### config.mk
export PLATFORM = sky130hd
export DESIGN_NAME = inst_fetch
export DESIGN_NICKNAME = d
export VERILOG_FILES = /design/src/rtl/inst_fetch_pkg.sv /design/src/rtl/inst_fetch_queue.sv /design/src/rtl/inst_fetch.sv
export SDC_FILE = /design/constraint.sdc
export NUM_CORES = 1
export LEC_CHECK = 0
export CORE_ASPECT_RATIO = 0.9
export CORE_MARGIN = 2
export CORE_UTILIZATION = 48
export CTS_BUF_LIST = sky130_fd_sc_hd__clkbuf_4
export DETAILED_ROUTE_END_ITERATION = 10
export MAX_ROUTING_LAYER = met4
export PLACE_DENSITY = 0.78
export SYNTH_ARGS = -nofsm -noshare
export SYNTH_HDL_FRONTEND = slang
export SYNTH_SLANG_ARGS = --single-unit
### constraint.sdc
create_clock -name clk -period 2.1 [get_ports clk]
set_input_delay 0.21 -clock clk [delete_from_list [all_inputs] [get_ports clk]]
set_output_delay 0.21 -clock clk [all_outputs]
set_load 0.02 [all_outputs]
### src/rtl/inst_fetch_pkg.sv
// Shared types and constants for the instruction fetch unit and its consumers.
package inst_fetch_pkg;

   localparam int unsigned PC_W   = 8;
   localparam int unsigned INST_W = 16;

   // Opcode field value that decode recognises as HALT.
   localparam logic [3:0] HALT_OP = 4'b1000;

   typedef enum logic {
      RUN    = 1'b0,
      HALTED = 1'b1
   } fetch_state_e;

   typedef struct packed {
      logic [PC_W-1:0]   pc;
      logic [INST_W-1:0] inst;
   } fetch_entry_t;

endpackage

### src/rtl/inst_fetch_queue.sv
// Prefetch FIFO: shift-down storage so the head is always entry 0 and
// vacated/flushed slots read as zero.
module fetch_queue
   import inst_fetch_pkg::*;
#(
   parameter int unsigned DEPTH = 2,
   localparam int unsigned CNT_W = $clog2(DEPTH + 1)
) (
   input  logic             clk,
   input  logic             rst_n,
   input  logic             push,
   input  fetch_entry_t     push_data,
   input  logic             pop,
   input  logic             flush,
   output fetch_entry_t     head,
   output logic             head_valid,
   output logic [CNT_W-1:0] count
);

   fetch_entry_t     mem_q [DEPTH];
   fetch_entry_t     mem_d [DEPTH];
   logic [CNT_W-1:0] count_q, count_d;
   logic             valid_q, valid_d;
   logic [CNT_W-1:0] level;

   // Next queue contents: flush wins, otherwise pop (shift) then push at the tail.
   always_comb begin
      mem_d   = mem_q;
      count_d = count_q;
      level   = count_q;
      if (flush) begin
         for (int unsigned i = 0; i < DEPTH; i++) begin
            mem_d[i] = '0;
         end
         count_d = '0;
      end else begin
         if (pop && (count_q != '0)) begin
            for (int unsigned i = 0; i < DEPTH - 1; i++) begin
               mem_d[i] = mem_q[i+1];
            end
            mem_d[DEPTH-1] = '0;
            level = count_q - CNT_W'(1);
         end
         if (push && (level < CNT_W'(DEPTH))) begin
            for (int unsigned i = 0; i < DEPTH; i++) begin
               if (CNT_W'(i) == level) begin
                  mem_d[i] = push_data;
               end
            end
            level = level + CNT_W'(1);
         end
         count_d = level;
      end
      valid_d = (count_d != '0);
   end

   // Queue storage, occupancy and registered head-valid flag.
   always_ff @(posedge clk or negedge rst_n) begin
      if (!rst_n) begin
         for (int unsigned i = 0; i < DEPTH; i++) begin
            mem_q[i] <= '0;
         end
         count_q <= '0;
         valid_q <= 1'b0;
      end else begin
         mem_q   <= mem_d;
         count_q <= count_d;
         valid_q <= valid_d;
      end
   end

   assign head       = mem_q[0];
   assign head_valid = valid_q;
   assign count      = count_q;

endmodule

### src/rtl/inst_fetch.sv
// Instruction fetch: sequential PC, prefetch queue, redirect flush and halt.
module inst_fetch
   import inst_fetch_pkg::*;
#(
   parameter logic [PC_W-1:0] RESET_PC = 8'h00,
   parameter int unsigned     DEPTH    = 2
) (
   input  logic              clk,
   input  logic              rst_n,
   output logic [PC_W-1:0]   pc_out,
   input  logic [INST_W-1:0] inst_in,
   input  logic              redirect,
   input  logic [PC_W-1:0]   redirect_pc,
   input  logic              halt,
   output logic              inst_valid,
   output logic [INST_W-1:0] inst_out,
   output logic [PC_W-1:0]   inst_pc,
   input  logic              inst_ready,
   output logic              halted
);

   localparam int unsigned CNT_W = $clog2(DEPTH + 1);

   fetch_state_e     state_q, state_d;
   logic [PC_W-1:0]  pc_q, pc_d;
   logic             q_push, q_pop, q_flush, q_valid;
   fetch_entry_t     q_push_data, q_head;
   logic [CNT_W-1:0] q_count;

   // Next state, next PC and queue controls; redirect overrides everything.
   always_comb begin
      state_d     = state_q;
      pc_d        = pc_q;
      q_push      = 1'b0;
      q_flush     = 1'b0;
      q_pop       = q_valid & inst_ready;
      q_push_data = '{pc: pc_q, inst: inst_in};
      if (redirect) begin
         q_flush = 1'b1;
         pc_d    = redirect_pc;
         state_d = RUN;
      end else if (state_q == RUN) begin
         if (halt) begin
            state_d = HALTED;
         end else if ((q_count < CNT_W'(DEPTH)) || q_pop) begin
            q_push = 1'b1;
            pc_d   = pc_q + PC_W'(1);
         end
      end
   end

   // FSM state and fetch address registers.
   always_ff @(posedge clk or negedge rst_n) begin
      if (!rst_n) begin
         state_q <= RUN;
         pc_q    <= RESET_PC;
      end else begin
         state_q <= state_d;
         pc_q    <= pc_d;
      end
   end

   fetch_queue #(.DEPTH(DEPTH)) u_queue (
      .clk        (clk),
      .rst_n      (rst_n),
      .push       (q_push),
      .push_data  (q_push_data),
      .pop        (q_pop),
      .flush      (q_flush),
      .head       (q_head),
      .head_valid (q_valid),
      .count      (q_count)
   );

   assign pc_out     = pc_q;
   assign inst_valid = q_valid;
   assign inst_out   = q_head.inst;
   assign inst_pc    = q_head.pc;
   assign halted     = (state_q == HALTED);

endmodule

Word-level counts from Yosys, hierarchy flattened:

Index checks and enable logic that the tools add are counted.

* register bits after elaboration: 60
* bits of input ports: 29
* output and inout bits: 34
* logic and storage cells: 46

* add/sub/neg operators: 3
* magnitude comparators: 2
* equality and inequality tests: 3
* muxes and demuxes: 21
* bitwise operators: 1
* reductions and logical operators: 8

Operator list (count)
* $mux W48: 3
* $mux W24: 2
* $mux W8: 4
* $add A8 B1 Y8 const B: 1
* $mux W1: 8
* $mux W2: 4
* $reduce_bool A2 Y1: 3
* $lt A2 B2 Y1 const B: 2
* $ne A2 B2 Y1 const B: 2
* $reduce_and A3 Y1: 1
* $add A2 B1 Y2 const B: 1
* $eq A1 B2 Y1 const A: 1
* $logic_and A1 B1 Y1: 2
* $logic_not A2 Y1: 1
* $sub A2 B1 Y2 const B: 1
* $and A1 B1 Y1: 1
* $logic_or A1 B1 Y1: 1

Longest topological paths before layout:

Gate-level depths: netlist (run 1).

* depth after elaboration: 10
* gate-level depth with buffers: 12
* depth with buffers taken out: 9

Hierarchy:

Synthesis (run 1) repeated with hierarchy kept, for this count alone.

* cell total of the unflattened synthesis: 302
* area total of the unflattened synthesis: 3210.6 sq um

Modules (own cells, without submodules)
* fetch_queue: instances 1, cells an instance 237, area each 2637.5 sq um, seq. area each 1276.2 sq um
* inst_fetch: instances 1, cells an instance 65, area each 573.0 sq um, seq. area each 225.2 sq um

Worst setup path before layout (run 1):

Ideal clock, no wire load.

* path kind: reg2reg
* start: reg u_queue.count_q[1] (netlist: u_queue.count[1])
* end: reg u_queue.mem_q[10] (netlist bit)
* library setup time: 130 ps
* arrival: 2241 ps
* data required time: 1970 ps
* path slack: -271 ps
* stages on the path, launching flop included: 12
* buffers on the path: 2
* cell sequence: dfrtp_1 inv_1 ha_1 nand3b_1 a21boi_0 ha_1 nor2b_1 o2111ai_2 buf_4 buf_4 nand3_1 o21ai_0

RTL lines
* from (decl): line inst_fetch_queue.sv:22 `logic [CNT_W-1:0] count_q, count_d;`
* from (signal assigned): line inst_fetch_queue.sv:67 `count_q <= count_d;`
* to (signal assigned): line inst_fetch_queue.sv:66 `mem_q <= mem_d;`
* to (decl): line inst_fetch_queue.sv:20 `fetch_entry_t mem_q [DEPTH];`

==> results of run 1 <==
state kept, by name, summed over array words and instances (netlist names):
register            flops
pc_out                  8
u_queue.head_valid      1
u_queue.count           2
u_queue.head           24
u_queue.mem_q          24
halted                  1
final cells by class:
cell class	count	area [sq um]	area share
clock buffers	10	75.07	0.01719
multi-input cells	208	1468	0.3361
flip-flops and latches	60	1501	0.3438
clock inverters	6	111.4	0.02550
well taps	90	112.6	0.02579
inverters	23	86.33	0.01977
repair buffers	95	1012	0.2318
critical path, cell delays in order, from the launching register on:
cell       delay, ps
dfrtp_1          410
inv_2             80
ha_4             130
and3b_2          250
xnor2_4          220
ha_2             200
nor2b_4          150
o2111ai_4        110
buf_12           200
o21ai_0          260
how the worst max path moves through the flow:
stage          slack, ps                       start                           to
3_5_place_dp        -140                  inst_ready   u_queue.mem_q[4]$_DFF_PN0_
5_1_grt              -90  u_queue.count[0]$_DFF_PN0_   u_queue.mem_q[8]$_DFF_PN0_
4_1_cts                5  u_queue.count[1]$_DFF_PN0_   u_queue.head[20]$_DFF_PN0_
3_3_place_gp         -50                  inst_ready   u_queue.head[21]$_DFF_PN0_
6_report              -5  u_queue.count[1]$_DFF_PN0_   u_queue.mem_q[8]$_DFF_PN0_
2_1_floorplan        -20  u_queue.count[1]$_DFF_PN0_  u_queue.mem_q[10]$_DFF_PN0_
where the power goes:
part / internal (W) / switching, W / total, W / leakage (nW)
sequential: 0.00132 / 0.000130 / 0.00145 / 0.803
clock: 0.000618 / 0.000449 / 0.00107 / 0.0970
combinational: 0.000832 / 0.000790 / 0.00162 / 0.938
total: 0.00277 / 0.00137 / 0.00414 / 1.84
Yosys cell counts (2+ instances only):
cell	n	area, sq um
buf_6	3	33.78
mux2_2	2	22.52
nor2_1	30	112.6
nand3b_1	2	15.01
o21ai_1	4	20.02
inv_1	23	86.33
xnor2_1	5	43.79
buf_2	4	20.02
nand2b_1	4	25.02
o2111ai_2	2	30.03
a21oi_1	3	15.01
clkbuf_1	11	41.29
nand3_1	27	135.1
dfrtp_1	60	1501
nand2_1	56	210.2
buf_4	28	210.2
o21ai_0	25	125.1
ha_1	4	50.05
nor3_1	3	15.01
a311oi_1	4	35.03
mux2i_1	2	20.02
a311oi_2	20	300.3
cell families (layout without fill, tap and decap cells):
logic type	after synthesis	after routing
multiplexers	4	4
AO/OA/AOI/OAI	61	61
buffers and inverters	69	134
flip-flops	60	60
adder cells (fa/ha/maj)	4	4
XOR/XNOR	7	7
AND/OR/NAND/NOR	132	132
repair_timing:
action,CTS,global route
hold endpoints to repair,28,0
gates cloned,0,6
pin swaps,0,23
hold buffers,1,0
endpoints found under the setup margin,34,49
resized for setup,2,23
buffers inserted,0,4
routing by layer:
| metal | routed length (microns) | global-route usage | share of wire |
|---|---|---|---|
| met1 | 3578 | 0.2650 | 0.44 |
| met2 | 3892 | 0.3872 | 0.48 |
| met3 | 476 | 0.06147 | 0.059 |
| met4 | 156 | 0.09846 | 0.019 |
| met5 | 0 | - | 0 |
metrics by stage:
stage               total power [W]  cells    util  setup TNS, ps
floorplan                  0.002354    337       -         -208.7
global placement           0.002750    465  0.5977         -589.6
detailed placement         0.002795    465  0.5977          -3323
CTS                        0.003884    482  0.6288              0
global route               0.004357    492  0.6701          -1426
finish                     0.004140    492  0.6701         -4.919
==> impl_metrics.json, run 1 <==
{
  "synth-xor-area-share": 0.02143,
  "clock_sinks": 60,
  "syn_inst": 337,
  "fmax_mhz": 475.1,
  "core_sq_um": 6516,
  "die_h_microns": 81.61,
  "synth_edf_count": 0,
  "drt_iter0_drc": 241,
  "syn-num-nets": 370,
  "antenna_left": 0,
  "synth_adder_area_share": 0.01558,
  "hold_start": "redirect",
  "cap_violations": 0,
  "worstHoldPathCells": 3,
  "final_nets": 430,
  "diodes": 0,
  "critical_path.max_fanout": 48,
  "wire_per_inst_microns": 16.47,
  "finalSetupViolCount": 1,
  "clk_pin_slew_ps": 110,
  "synth_area_per_cell_sq_um": 9.531,
  "io_buffers": 62,
  "ir_drop_mv": 0.7151,
  "r2r_start": "u_queue.count[1]$_DFF_PN0_",
  "startpoint_type": "flip-flop",
  "placed_area_sq_um": 3895,
  "firstDrtPassIters": 4,
  "finalClockSkew_ps": 12.87,
  "relSlewSlack": 0.5556,
  "viasPerCell": 5.392,
  "clock_latency_ps": 410,
  "start_util": 0.4929,
  "yosysWarnings": 0,
  "drive_gt1_frac": 0.2438,
  "yosys.cell_types.count": 37,
  "design_area_sq_um": 4367,
  "rr_endpoint": "u_queue.mem_q[8]$_DFF_PN0_",
  "finalHoldViolations": 0,
  "outcome": "finished with violations",
  "clockBufferDepth": 2,
  "min_path_type": "primary input to flip-flop",
  "worst_hold_slack_ps": 242.4,
  "worstMarginPinSlew_ps": 666.7,
  "drc": 0,
  "drv_slew": 0,
  "boundaryPins": 63,
  "final_cell_mix": "dfrtp_1 (60), clkdlybuf4s50_1 (60), nand2_1 (56)",
  "min_to": "pc_out[2]$_DFFE_PN0P_",
  "grt_overflow": 0,
  "ys_ff_latch": 60,
  "cts_tree": "yes",
  "fp-row-count": 28,
  "wl_mm": 8.103,
  "finalWorstSetupSlack_ps": -4.919,
  "rr_worst_depth": 9,
  "period_needed_ps": 2105,
  "area_growth_pct": 35.96,
  "cts_buffers": 9,
  "grt_max_degree": 49,
  "synth_ff_type": "dfrtp_1",
  "die_w_microns": 90.23,
  "dieArea_sq_um": 7363,
  "crit_type": "flip-flop to flip-flop",
  "yosysSeqAreaShare": 0.4675,
  "synthArstFlopShare": 1.000,
  "htree_levels": 3,
  "dp_slack_ps": -139.7,
  "yosys.area_share.simple": 0.1878,
  "vias": 2653,
  "p_per_area_nw_per_um2": 948.0,
  "muxShareOfSynthArea": 0.01325,
  "grt_pass1_wl_mm": 12.87,
  "required_ps": 2400,
  "gp_congestion": 0.7815,
  "cp-end-kind": "flip-flop",
  "violations": "setup timing",
  "crit_arrival_ps": 2410,
  "rsz0062_at_grt": "yes",
  "fill_cells": 504,
  "antenna_found_initial": 0,
  "root_buffer": "clkbuf_4",
  "rrSetupSlack_ps": -5,
  "synth_top_family_by_area": "simple AND/OR/NAND/NOR gates",
  "first_global_vias": 2784,
  "post-route-period-util": 1.002,
  "track_usage": 0.2297,
  "syn_area_sq_um": 3212,
  "power.leakage_nw": 1.838,
  "synth_compound_area_frac": 0.1726,
  "dpl.hpwl_mm": 4.982
}
Note: power is estimated with default switching activity, not from simulation.
==> run 2: changes to the inputs <==
Settings changed: GPL_TIMING_DRIVEN set to 0, TNS_END_PERCENT set to 1.
==> impl_metrics.json, run 2 (same netlist as run 1, synthesis figures left out) <==
{
  "boundaryPins": 63,
  "rr_worst_depth": 11,
  "relSlewSlack": 0.4696,
  "clock_sinks": 60,
  "rsz0062_at_grt": "yes",
  "design_area_sq_um": 4543,
  "post-route-period-util": 1.061,
  "viasPerCell": 5.506,
  "routed.top_layer": "met4",
  "critical_path.max_fanout": 7,
  "layout_commonest_cell": "clkdlybuf4s50_1",
  "path_cells": "inv_2 -> ha_4 -> nand4bb_4 -> a21boi_4 -> ha_2 -> nor2b_4 -> o2111ai_4 -> buf_6 -> buf_6 -> nand3_1 -> o21ai_0",
  "finalClockSkew_ps": 16.68,
  "cap_violations": 0,
  "core_sq_um": 6516,
  "root_buffer": "clkbuf_4",
  "fp-row-count": 28,
  "clk_pin_slew_ps": 120,
  "start_util": 0.4929,
  "ir_drop_mv": 0.5510,
  "clock_latency_ps": 420,
  "dr_wl_met3_microns": 530,
  "rrSetupSlack_ps": -130,
  "io_buffers": 62,
  "htree_levels": 3,
  "die_w_microns": 90.23,
  "placed_area_sq_um": 3996,
  "p_per_area_nw_per_um2": 879.6,
  "period_needed_ps": 2229,
  "first_global_vias": 2903,
  "clockBufferDepth": 2,
  "crit_end": "u_queue.mem_q[1]$_DFF_PN0_",
  "dp_cells": 490,
  "cts_buffers": 9,
  "dieArea_sq_um": 7363,
  "crit_arrival_ps": 2500,
  "path_common_cell": "buf_6",
  "die_h_microns": 81.61,
  "firstDrtPassIters": 5,
  "crit_cells": 11,
  "drc": 0,
  "drv_slew": 0,
  "outcome": "finished with violations",
  "final_nets": 465,
  "antenna_found_initial": 0,
  "drive_gt1_frac": 0.2982,
  "grt_max_degree": 32,
  "met2_length_mm": 4.511,
  "wire_per_inst_microns": 17.02,
  "wl_mm": 8.953,
  "fmax_mhz": 448.7,
  "fill_cells": 481,
  "cp_num_buf_inv": 3,
  "cts_tree": "yes",
  "dpl.hpwl_mm": 5.549,
  "crit_type": "flip-flop to flip-flop",
  "r2r_start": "u_queue.count[1]$_DFF_PN0_",
  "vias": 2896,
  "fin_cells": 526,
  "diodes": 0,
  "worst_hold_slack_ps": 368.2,
  "power.leakage_nw": 1.942,
  "grt_pass1_wl_mm": 13.94,
  "finalPower_w": 0.003996,
  "rr_endpoint": "u_queue.mem_q[1]$_DFF_PN0_",
  "drt_iter0_drc": 207,
  "track_usage": 0.2498,
  "grt_overflow": 0,
  "min_path_type": "primary input to asynchronous set/reset pin",
  "cpPeakStageDelay_ps": 380,
  "area_growth_pct": 41.45,
  "antenna_left": 0,
  "critPathLaunch": "u_queue.count[1]$_DFF_PN0_",
  "finalSetupViolCount": 25,
  "slowest_stage": "dfrtp_1",
  "finalHoldViolations": 0,
  "startpoint_type": "flip-flop",
  "finalWorstSetupSlack_ps": -128.7,
  "worstMarginPinSlew_ps": 795.6,
  "wl_met1_mm": 3.712,
  "finalSetupTns_ps": -1379,
  "final_cell_mix": "clkdlybuf4s50_1 (61), dfrtp_1 (60), nand2_1 (56)",
  "gp_congestion": 0.8841,
  "cp-end-kind": "flip-flop",
  "cp_top_family": "compound AO/OA/AOI/OAI gates",
  "violations": "setup timing",
  "required_ps": 2370
}
## run 2: cell types whose count changed in the layout (fill, tap and decap cells not counted), sizes merged
cell	change
buf	+25
clkbuf	+8
clkinv	+4
bufinv	-2
clkdlybuf4s50	+1
clkinvlp	-1
inv	-1
## run 2: metal layers
layer  vias to the layer above  track usage
li1                       1322            -
met1                      1416       0.3018
met2                       135       0.4173
met5                         -            -
met3                        23      0.05963
met4                         0      0.09077
## run 2: how the worst min path moves through the flow
stage / end / slack, ps / cells after the start
after floorplan: halted$_DFF_PN0_ / -90 / 0
after global placement: u_queue.mem_q[14]$_DFF_PN0_ / 480 / 2
after detailed placement: u_queue.head[7]$_DFF_PN0_ / 290 / 1
after CTS: pc_out[0]$_DFFE_PN0P_ / 350 / 3
after global routing: pc_out[7]$_DFFE_PN0P_ / 350 / 3
final: u_queue.head[7]$_DFF_PN0_ / 370 / 2
## run 2: stage by stage
step | setup WS (ps) | utilization
floorplan | -17.50 | -
global placement | -1075 | 0.6110
detailed placement | -397.0 | 0.6133
CTS | -46.05 | 0.6697
global route | -237.8 | 0.6972
finish | -128.7 | 0.6972
## run 2: final cells by class
| type | count | area, sq um | share of cell area |
|---|---|---|---|
| tap | 90 | 112.6 | 0.02479 |
| multi-input combinational | 208 | 1499 | 0.3299 |
| timing repair buffer | 85 | 868.3 | 0.1911 |
| sequential | 60 | 1501 | 0.3305 |
| inverter | 23 | 86.33 | 0.01900 |
| buffer | 45 | 351.6 | 0.07739 |
| clock buffer | 9 | 67.56 | 0.01487 |
| clock inverter | 6 | 56.30 | 0.01239 |
## run 2: worst register-to-register path, stage by stage (launching register included)
cell,delay [ps]
dfrtp_1,380
inv_2,60
ha_4,250
nand4bb_4,140
a21boi_4,240
ha_2,200
nor2b_4,150
o2111ai_4,150
buf_6,210
buf_6,130
nand3_1,80
o21ai_0,110
## run 2: report_power, final
| part | leakage [nW] | switching [W] | internal, W |
|---|---|---|---|
| logic | 1.07 | 0.000834 | 0.000910 |
| clock network | 0.0706 | 0.000442 | 0.000347 |
| registers | 0.803 | 0.000142 | 0.00132 |
| total | 1.94 | 0.00142 | 0.00258 |
## run 2: what timing repair did
action | in CTS | in global routing
hold buffers | 1 | 0
hold endpoints to repair | 29 | 0
setup endpoints to repair | 49 | 49
resized for setup | 29 | 39
setup buffers | 14 | 3
pin swaps | 9 | 10
gates cloned | 2 | 2
